## config.mk

```make
export PLATFORM = sky130hd
export DESIGN_NAME = mem_port_arbiter
export DESIGN_NICKNAME = d
export VERILOG_FILES = /design/src/rtl/mem_port_arbiter.sv
export SDC_FILE = /design/constraint.sdc
export NUM_CORES = 1
export LEC_CHECK = 0
export CORE_AREA = 2 2 77 79
export CTS_CLUSTER_DIAMETER = 120
export CTS_CLUSTER_SIZE = 8
export DETAILED_ROUTE_END_ITERATION = 7
export DIE_AREA = 0 0 79 81
export GPL_ROUTABILITY_DRIVEN = 0
export PLACE_DENSITY = 0.77
export SYNTH_ARGS = -nofsm -noshare
export SYNTH_HDL_FRONTEND = slang
export SYNTH_SLANG_ARGS = --single-unit
```

## constraint.sdc

```tcl
create_clock -name clk -period 1.95 [get_ports clk]
set_input_delay 0.2925 -clock clk [delete_from_list [all_inputs] [get_ports clk]]
set_output_delay 0.2925 -clock clk [all_outputs]
set_load 0.02 [all_outputs]
```

## src/rtl/mem_port_arbiter.sv

```systemverilog
// Arbiter sharing one byte-wide synchronous memory between instruction fetch (two-byte word)
// and a byte load/store port. Define FAIR_ARB_EN for round-robin arbitration on ties.
module mem_port_arbiter #(
  parameter int ADDR_BITS = 8,
  parameter int DATA_BITS = 8
) (
  input  logic                     clk,
  input  logic                     reset,
  input  logic                     if_req,
  input  logic [ADDR_BITS-1:0]     if_addr,
  output logic                     if_gnt,
  output logic                     if_valid,
  output logic [2*DATA_BITS-1:0]   if_instr,
  input  logic                     d_req,
  input  logic                     d_we,
  input  logic [ADDR_BITS-1:0]     d_addr,
  input  logic [DATA_BITS-1:0]     d_wdata,
  output logic                     d_gnt,
  output logic                     d_valid,
  output logic [DATA_BITS-1:0]     d_rdata,
  output logic                     mem_en,
  output logic                     mem_we,
  output logic [ADDR_BITS-1:0]     mem_addr,
  output logic [DATA_BITS-1:0]     mem_wdata,
  input  logic [DATA_BITS-1:0]     mem_rdata
);

  typedef enum logic [2:0] {
    IDLE   = 3'd0,
    D_ACC  = 3'd1,
    D_RSP  = 3'd2,
    IF_B0  = 3'd3,
    IF_B1  = 3'd4,
    IF_RSP = 3'd5
  } state_t;

  localparam logic [ADDR_BITS-1:0] ADDR_ONE = ADDR_BITS'(1);

  state_t                   state_reg;
  state_t                   state_next;
  logic [ADDR_BITS-1:0]     addr_reg;
  logic                     we_reg;
  logic [DATA_BITS-1:0]     wdata_reg;
  logic [DATA_BITS-1:0]     hi_reg;
  logic [DATA_BITS-1:0]     rdata_reg;
  logic [2*DATA_BITS-1:0]   instr_reg;
  logic                     grant_data;
  logic                     grant_fetch;
  logic                     in_idle;

  // Grants are gated by reset so every output reads 0 while reset is held.
  assign in_idle = reset && (state_reg == IDLE);

`ifdef FAIR_ARB_EN
  logic last_data_reg;

  always_comb begin
    grant_data  = 1'b0;
    grant_fetch = 1'b0;
    if (in_idle) begin
      if (d_req && if_req) begin
        grant_data  = !last_data_reg;
        grant_fetch = last_data_reg;
      end else begin
        grant_data  = d_req;
        grant_fetch = if_req;
      end
    end
  end

  always_ff @(posedge clk or negedge reset) begin
    if (!reset) begin
      last_data_reg <= 1'b1;
    end else if (grant_data || grant_fetch) begin
      last_data_reg <= grant_data;
    end
  end
`else
  always_comb begin
    grant_data  = in_idle && d_req;
    grant_fetch = in_idle && if_req && !d_req;
  end
`endif

  always_comb begin
    state_next = state_reg;
    case (state_reg)
      IDLE: begin
        if (grant_data) begin
          state_next = D_ACC;
        end else if (grant_fetch) begin
          state_next = IF_B0;
        end
      end
      D_ACC:   state_next = D_RSP;
      D_RSP:   state_next = IDLE;
      IF_B0:   state_next = IF_B1;
      IF_B1:   state_next = IF_RSP;
      IF_RSP:  state_next = IDLE;
      default: state_next = IDLE;
    endcase
  end

  always_ff @(posedge clk or negedge reset) begin
    if (!reset) begin
      state_reg <= IDLE;
    end else begin
      state_reg <= state_next;
    end
  end

  always_ff @(posedge clk or negedge reset) begin
    if (!reset) begin
      addr_reg  <= '0;
      we_reg    <= 1'b0;
      wdata_reg <= '0;
      hi_reg    <= '0;
      rdata_reg <= '0;
      instr_reg <= '0;
    end else begin
      if (grant_data) begin
        addr_reg  <= d_addr;
        we_reg    <= d_we;
        wdata_reg <= d_wdata;
      end else if (grant_fetch) begin
        addr_reg  <= if_addr;
        we_reg    <= 1'b0;
      end
      // Read data arrives one cycle after its strobe, hence the one-state offset here.
      case (state_reg)
        IF_B1:  hi_reg    <= mem_rdata;
        IF_RSP: instr_reg <= {hi_reg, mem_rdata};
        D_RSP: begin
          if (!we_reg) begin
            rdata_reg <= mem_rdata;
          end
        end
        default: ;
      endcase
    end
  end

  always_comb begin
    mem_en    = 1'b0;
    mem_we    = 1'b0;
    mem_addr  = '0;
    mem_wdata = '0;
    case (state_reg)
      D_ACC: begin
        mem_en    = 1'b1;
        mem_we    = we_reg;
        mem_addr  = addr_reg;
        mem_wdata = we_reg ? wdata_reg : '0;
      end
      IF_B0: begin
        mem_en   = 1'b1;
        mem_addr = addr_reg;
      end
      IF_B1: begin
        mem_en   = 1'b1;
        mem_addr = addr_reg + ADDR_ONE;
      end
      default: ;
    endcase
  end

  // Response data is forwarded from memory in the valid cycle, then held in the register.
  always_comb begin
    if_gnt   = grant_fetch;
    d_gnt    = grant_data;
    d_valid  = (state_reg == D_RSP);
    if_valid = (state_reg == IF_RSP);
    d_rdata  = (d_valid && !we_reg) ? mem_rdata : rdata_reg;
    if_instr = if_valid ? {hi_reg, mem_rdata} : instr_reg;
  end

endmodule

```

==> results_dict.tcl, run 1 <==
set metrics [dict create \
    nNetsFinal 387 \
    violated_checks "setup timing" \
    cap_violations 0 \
    met2RoutedLength_um 3070 \
    drt_pre_antenna_iters 4 \
    post-route-worst-setup-slack_ns -0.178 \
    tritoncts_buffers 5 \
    io_pins 83 \
    postCtsHoldBufs 0 \
    wl_per_cell_um 14.0 \
    synth-edff-count 0 \
    clock_tree.buffer_depth 2 \
    total_leakage_power_nw 1.92 \
    syn2layout_area_growth_pct 64.2 \
    placed_cells_incl_taps 397 \
    final_number_of_max_transition_violations 0 \
    die_area_um2 6400 \
    outcome "complete, but fails checks" \
    reg2regPathDepth 9 \
    critPathArrivalTime_ns 1.84 \
    synth.avg_cell_area_um2 11.2 \
    grtUsageTotal_pct 18.2 \
    start_util_pct 42.5 \
    drive_above_1_share_pct 46.4 \
    finalSetupTns_ns -2.96 \
    core_um2 5680 \
    grt_max_degree 55 \
    cts.root.buffer_cell "sky130_fd_sc_hd__clkbuf_8" \
    detail_route.wirelength.met1_um 2550 \
    worst_r2r_startpoint "state_reg[1]" \
    grt_first_pass_wirelength_um 9350 \
    antennaDiodeCount 0 \
    most_used_cells_in_the_layout_excluding_fill_and_tap_cells "sky130_fd_sc_hd__dfrtp_1, sky130_fd_sc_hd__buf_4, sky130_fd_sc_hd__buf_6" \
    first_iter_violations 77 \
    maximum_level_of_the_cts_h_tree 2 \
    setup.worst_path.class "reg -> out" \
    globalRouteOverflowTotal 0 \
    post_synthesis_instance_area_um2 2410 \
    synthCells 215 \
    tightest_slew_ns 0.657 \
    floorplan.die.width_um 79 \
    wp_data_required_ns 1.66 \
    finalPower_mw 6.27 \
    worst_setup_path_end_kind "output pin" \
    floorplan.rows 28 \
    synth-main-ff-cell "sky130_fd_sc_hd__dfrtp_1" \
    clock_insertion_delay_worst_skew_ns 0.29 \
    cts_tree "done" \
    relSlewSlack_pct 56.2 \
    detailroute.via_count 2127 \
    type_of_the_worst_min_delay_path "in -> async" \
    r2r_slack_ns 0.11 \
    pwr_density_cell_nw_per_um2 1580 \
    final_cells 424 \
    routed_wl_um 5960 \
    fin_crit_sh_pct 109 \
    cts.reportedPaths.clkPinSlew_ns 0.09 \
    grt_setup_unrepaired "yes" \
    first_global_vias 2101 \
    met3_length_um 269 \
    antenna_found_initial 0 \
    yosys.cell_types.count 35 \
    number_of_sinks_handled_by_clock_tree_synthesis 52 \
    critical_path.reg2reg.endpoint "we_reg" \
    timing.critical_path.fanout_max 6 \
    layout.cells.most_common "sky130_fd_sc_hd__dfrtp_1" \
    postSynthRegisterBits 52 \
    min_period_ns 2.13 \
    vdd_drop_max_mv 0.831 \
    synth-warning-count 0 \
    clock_skew_after_layout_ns 0.00693 \
    post_route_drc 0 \
    die-height_um 81 \
    placement.io_buffers 82 \
    ys_seq_area_share_pct 53.9 \
    dr.max_layer_used "met4" \
    antenna_left 0 \
    fmax_mhz 470 \
    async_reset_ff_share_pct 100 \
    largest_reg_flops 16 \
    start_kind "register" \
    setup-violations-final 27 \
    synth.net_count 253 \
    place_hpwl_um 4140 \
    hold_viol_final 0 \
    detail_routed_via_count_per_cell 5.02 \
]
worst max path at each step:
stage / startpoint / endpoint / slack, ns / cells after the start
global route: state_reg[2] / d_rdata[0] / -0.23 / 6
floorplan: state_reg[1] / mem_addr[6] / 0.02 / 5
detailed placement: state_reg[1] / mem_addr[7] / -0.42 / 4
global placement: state_reg[1] / mem_addr[6] / -0.39 / 4
finish: state_reg[1] / mem_addr[4] / -0.18 / 5
CTS: state_reg[0] / mem_addr[6] / -0.20 / 4
repair_timing:
action | in CTS | in global routing
pin swaps | 6 | 9
setup endpoints to repair | 46 | 43
hold endpoints to repair | 0 | 0
setup buffers | 7 | 13
gates cloned | 0 | 1
resized for setup | 215 | 80
critical path: stages, from the launching register on:
cell                      delay [ns]
sky130_fd_sc_hd__dfrtp_1        0.40
sky130_fd_sc_hd__or3b_4         0.45
sky130_fd_sc_hd__buf_6          0.14
sky130_fd_sc_hd__or3_1          0.29
sky130_fd_sc_hd__o21ai_1        0.10
sky130_fd_sc_hd__buf_4          0.17
synth_stat cells (all sizes together), types with 2 or more instances:
cell / instances / area [µm²]
a211oi: 2 / 15.0
a21oi: 2 / 10.0
a31oi: 8 / 50.1
and2: 14 / 87.6
buf: 7 / 47.5
clkbuf: 6 / 22.5
dfrtp: 52 / 1300
inv: 7 / 26.3
mux2: 32 / 360
nand2: 34 / 128
nand2b: 2 / 12.5
nand3: 6 / 30.0
nor2: 2 / 7.51
nor2b: 2 / 12.5
nor3: 3 / 15.0
nor3b: 3 / 22.5
o211ai: 3 / 22.5
o21ai: 6 / 30.0
o2bb2ai: 6 / 52.6
or3: 3 / 18.8
or4: 3 / 22.5
power breakdown:
group	switching (mW)	internal (mW)	total, mW
logic	1.73	2.11	3.83
registers	0.258	1.60	1.86
clock network	0.328	0.244	0.572
stage by stage:
step	cell area, µm²	setup WS, ns	hold WS [ns]	util [%]
3_3_place_gp	3570	-0.389	0.454	62.9
2_1_floorplan	2430	0.0206	-0.00309	-
5_1_grt	3960	-0.227	0.211	69.8
6_report	3960	-0.178	0.156	69.8
3_5_place_dp	3570	-0.419	0.458	62.9
4_1_cts	3700	-0.198	0.180	65.1
area by class of cell:
class	instances	area (µm²)
Clock buffer	5	68.8
Multi-Input combinational cell	143	1140
Inverter	7	26.3
Clock inverter	2	12.5
Sequential cell	52	1300
Tap cell	75	93.8
Fill cell	462	1710
Timing Repair Buffer	140	1320
kinds of logic (layout without fill, tap and decap cells):
kind of cell,count (synthesis),count (layout),share of synthesized area (%)
compound gates,32,32,9.28
fa+ha+maj,1,1,0.518
buf+inv,20,154,3.99
flops,52,52,53.9
mux,32,32,14.9
simple gates,78,78,17.4
routing by layer:
layer / global-route usage [%] / up-vias
li1: - / 1025
met1: 22.6 / 1033
met2: 32.5 / 63
met3: 4.00 / 6
met4: 4.48 / 0
met5: 0 / -
No activity file was read; power rests on OpenSTA's default activity.
==> run 2, diff against run 1 <==
--- a/config.mk
+++ b/config.mk
@@ -11,7 +11,7 @@
 export DETAILED_ROUTE_END_ITERATION = 7
 export DIE_AREA = 0 0 79 81
 export GPL_ROUTABILITY_DRIVEN = 0
-export PLACE_DENSITY = 0.77
+export PLACE_DENSITY_LB_ADDON = 0.25
 export SYNTH_ARGS = -nofsm -noshare
 export SYNTH_HDL_FRONTEND = slang
 export SYNTH_SLANG_ARGS = --single-unit
==> run 2 against run 1 <==
The flow still finishes with violations (setup timing). Clock-buffer cell count rose by 1. Critical path depth stayed put. Flip-flop and latch count is the same. Via count fell by 1.1%. First-iteration DRC count shrank 52%. Sequential share of layout area decreased by 0.051 points. Clock power is 6.6% higher. Utilization rose by 0.24 points. Global-route usage about the same. Critical path type unchanged. Critical endpoint is now mem_addr[3]. Largest power group unchanged.
==> results_dict.tcl, run 2 (synthesized netlist as in run 1, its figures left out) <==
set metrics [dict create \
    outcome "complete, but fails checks" \
    violated_checks "setup timing" \
    detail_routed_via_count_per_cell 4.99 \
    placement.io_buffers 82 \
    largest_reg_flops 16 \
    clock_tree.buffer_depth 2 \
    routed_wl_um 5980 \
    die_area_um2 6400 \
    type_of_the_worst_min_delay_path "in -> async" \
    timing.critical_path.fanout_max 5 \
    number_of_sinks_handled_by_clock_tree_synthesis 52 \
    critPathArrivalTime_ns 1.85 \
    detailroute.via_count 2104 \
    drt_pre_antenna_iters 4 \
    clock_insertion_delay_worst_skew_ns 0.29 \
    relSlewSlack_pct 56.1 \
    fmax_mhz 467 \
    wl_per_cell_um 14.2 \
    power.internal_mw 3.99 \
    floorplan.rows 28 \
    pwr_density_cell_nw_per_um2 1590 \
    start_util_pct 42.5 \
    finalSetupTns_ns -3.96 \
    cts.reportedPaths.clkPinSlew_ns 0.09 \
    grt_setup_unrepaired "yes" \
    post_route_drc 0 \
    grtUsageTotal_pct 18.3 \
    tightest_slew_ns 0.659 \
    first_iter_violations 37 \
    seqPwrFrac_pct 29.7 \
    setup.worst_path.class "reg -> out" \
    power.share.clock_pct 9.7 \
    final_number_of_max_transition_violations 0 \
    hold_viol_final 0 \
    clock_skew_after_layout_ns 0.00473 \
    n_fill_cell 453 \
    vdd_drop_max_mv 0.731 \
    final_core_util_pct 70.1 \
    cap_violations 0 \
    maximum_level_of_the_cts_h_tree 2 \
    antennaDiodeCount 0 \
    antenna_left 0 \
    place_hpwl_um 3960 \
    first_global_vias 2038 \
    start_kind "register" \
    antenna_found_initial 0 \
    grt_first_pass_wirelength_um 9250 \
    total_leakage_power_nw 1.93 \
    fin_crit_sh_pct 110 \
    die-height_um 81 \
    globalRouteOverflowTotal 0 \
    layout.cells.most_common "sky130_fd_sc_hd__dfrtp_1" \
    grt_max_degree 55 \
    core_um2 5680 \
    netSwitchingPower_mw 2.31 \
    comb_pwr_share_pct 60.7 \
    worst_setup_path_end_kind "output pin" \
    floorplan.die.width_um 79 \
    sw_frac_of_total_pct 36.7 \
    nNetsFinal 384 \
    cts_tree "done" \
    post-route-worst-setup-slack_ns -0.192 \
    tritoncts_buffers 5 \
    wp_data_required_ns 1.66 \
    drive_above_1_share_pct 46.7 \
    setup-violations-final 31 \
    most_used_cells_in_the_layout_excluding_fill_and_tap_cells "sky130_fd_sc_hd__dfrtp_1, sky130_fd_sc_hd__buf_4, sky130_fd_sc_hd__buf_6" \
    syn2layout_area_growth_pct 64.8 \
    min_period_ns 2.14 \
    cts.root.buffer_cell "sky130_fd_sc_hd__clkbuf_8" \
    io_pins 83 \
]
==> run 2: cell types whose count changed in the layout (fill, tap and decap cells not counted), moves of 3 or more <==
cell,previous run,this run
sky130_fd_sc_hd__and2_1,14,9
sky130_fd_sc_hd__and2_4,0,5
sky130_fd_sc_hd__buf_6,41,44
sky130_fd_sc_hd__o21ai_1,2,5
==> run 2: worst max-delay path: stages, from the launching register on <==
cell and delay [ns]:
sky130_fd_sc_hd__dfrtp_1 0.40, sky130_fd_sc_hd__or3b_4 0.44, sky130_fd_sc_hd__buf_6 0.13, sky130_fd_sc_hd__or3_1 0.33, sky130_fd_sc_hd__o21ai_1 0.10, sky130_fd_sc_hd__buf_4 0.16
==> run 2: power groups by stage <==
| stage | clock, mW | combinational, mW | sequential [mW] |
|---|---|---|---|
| after floorplan | 0 | 1.77 | 1.80 |
| after global placement | 0 | 3.13 | 1.84 |
| after detailed placement | 0 | 3.17 | 1.86 |
| after CTS | 0.636 | 3.33 | 1.85 |
| after global routing | 0.682 | 4.09 | 1.93 |
| final | 0.610 | 3.83 | 1.87 |
==> run 2: layer usage <==
| metal | up-vias | share of wire [%] | track usage [%] |
|---|---|---|---|
| met5 | - | 0 | 0 |
| met1 | 1015 | 44 | 22.6 |
| met2 | 62 | 50 | 32.1 |
| met3 | 9 | 5.3 | 4.44 |
| met4 | 0 | 1.1 | 4.83 |
| li1 | 1018 | - | - |
==> run 2: repair_timing <==
item	in CTS	in global routing
hold buffers	0	0
cloned	0	2
buffers inserted	15	9
resized for setup	221	89
endpoints found under the setup margin	46	44
pin swaps	8	7
==> run 2: stage by stage <==
step	worst slack (ns)	power [mW]	area (µm²)	hold WS (ns)	cells
after global placement	-0.394	4.97	3510	0.454	389
after floorplan	0.0206	3.57	2430	-0.00309	215
final	-0.192	6.31	3980	0.169	422
after global routing	-0.254	6.70	3980	0.226	422
after detailed placement	-0.399	5.04	3510	0.459	389
after CTS	-0.203	5.82	3710	0.182	412
==> run 2: worst paths after layout <==
kind	slack, ns	end	cells after the start	from
setup / recovery	-0.19	mem_addr[3]	5	state_reg[1]
hold / removal	0.17	instr_reg[10]	2	reset
setup reg to reg	0.17	addr_reg[7]	5	state_reg[0]
hold reg to reg	0.48	hi_reg[3]	2	hi_reg[3]
max in group asynchronous	1.32	addr_reg[1]	2	reset
min in group clk	0.48	hi_reg[3]	2	hi_reg[3]
==> run 2: final cells by class <==
cell class | instances | area (µm²) | share of cell area, %
timing repair buffer | 137 | 1310 | 32.9
sequential | 52 | 1300 | 32.8
multi-input combinational | 143 | 1150 | 29.0
tap | 75 | 93.8 | 2.36
clock buffer | 6 | 82.6 | 2.08
inverter | 7 | 26.3 | 0.661
clock inverter | 2 | 10.0 | 0.252
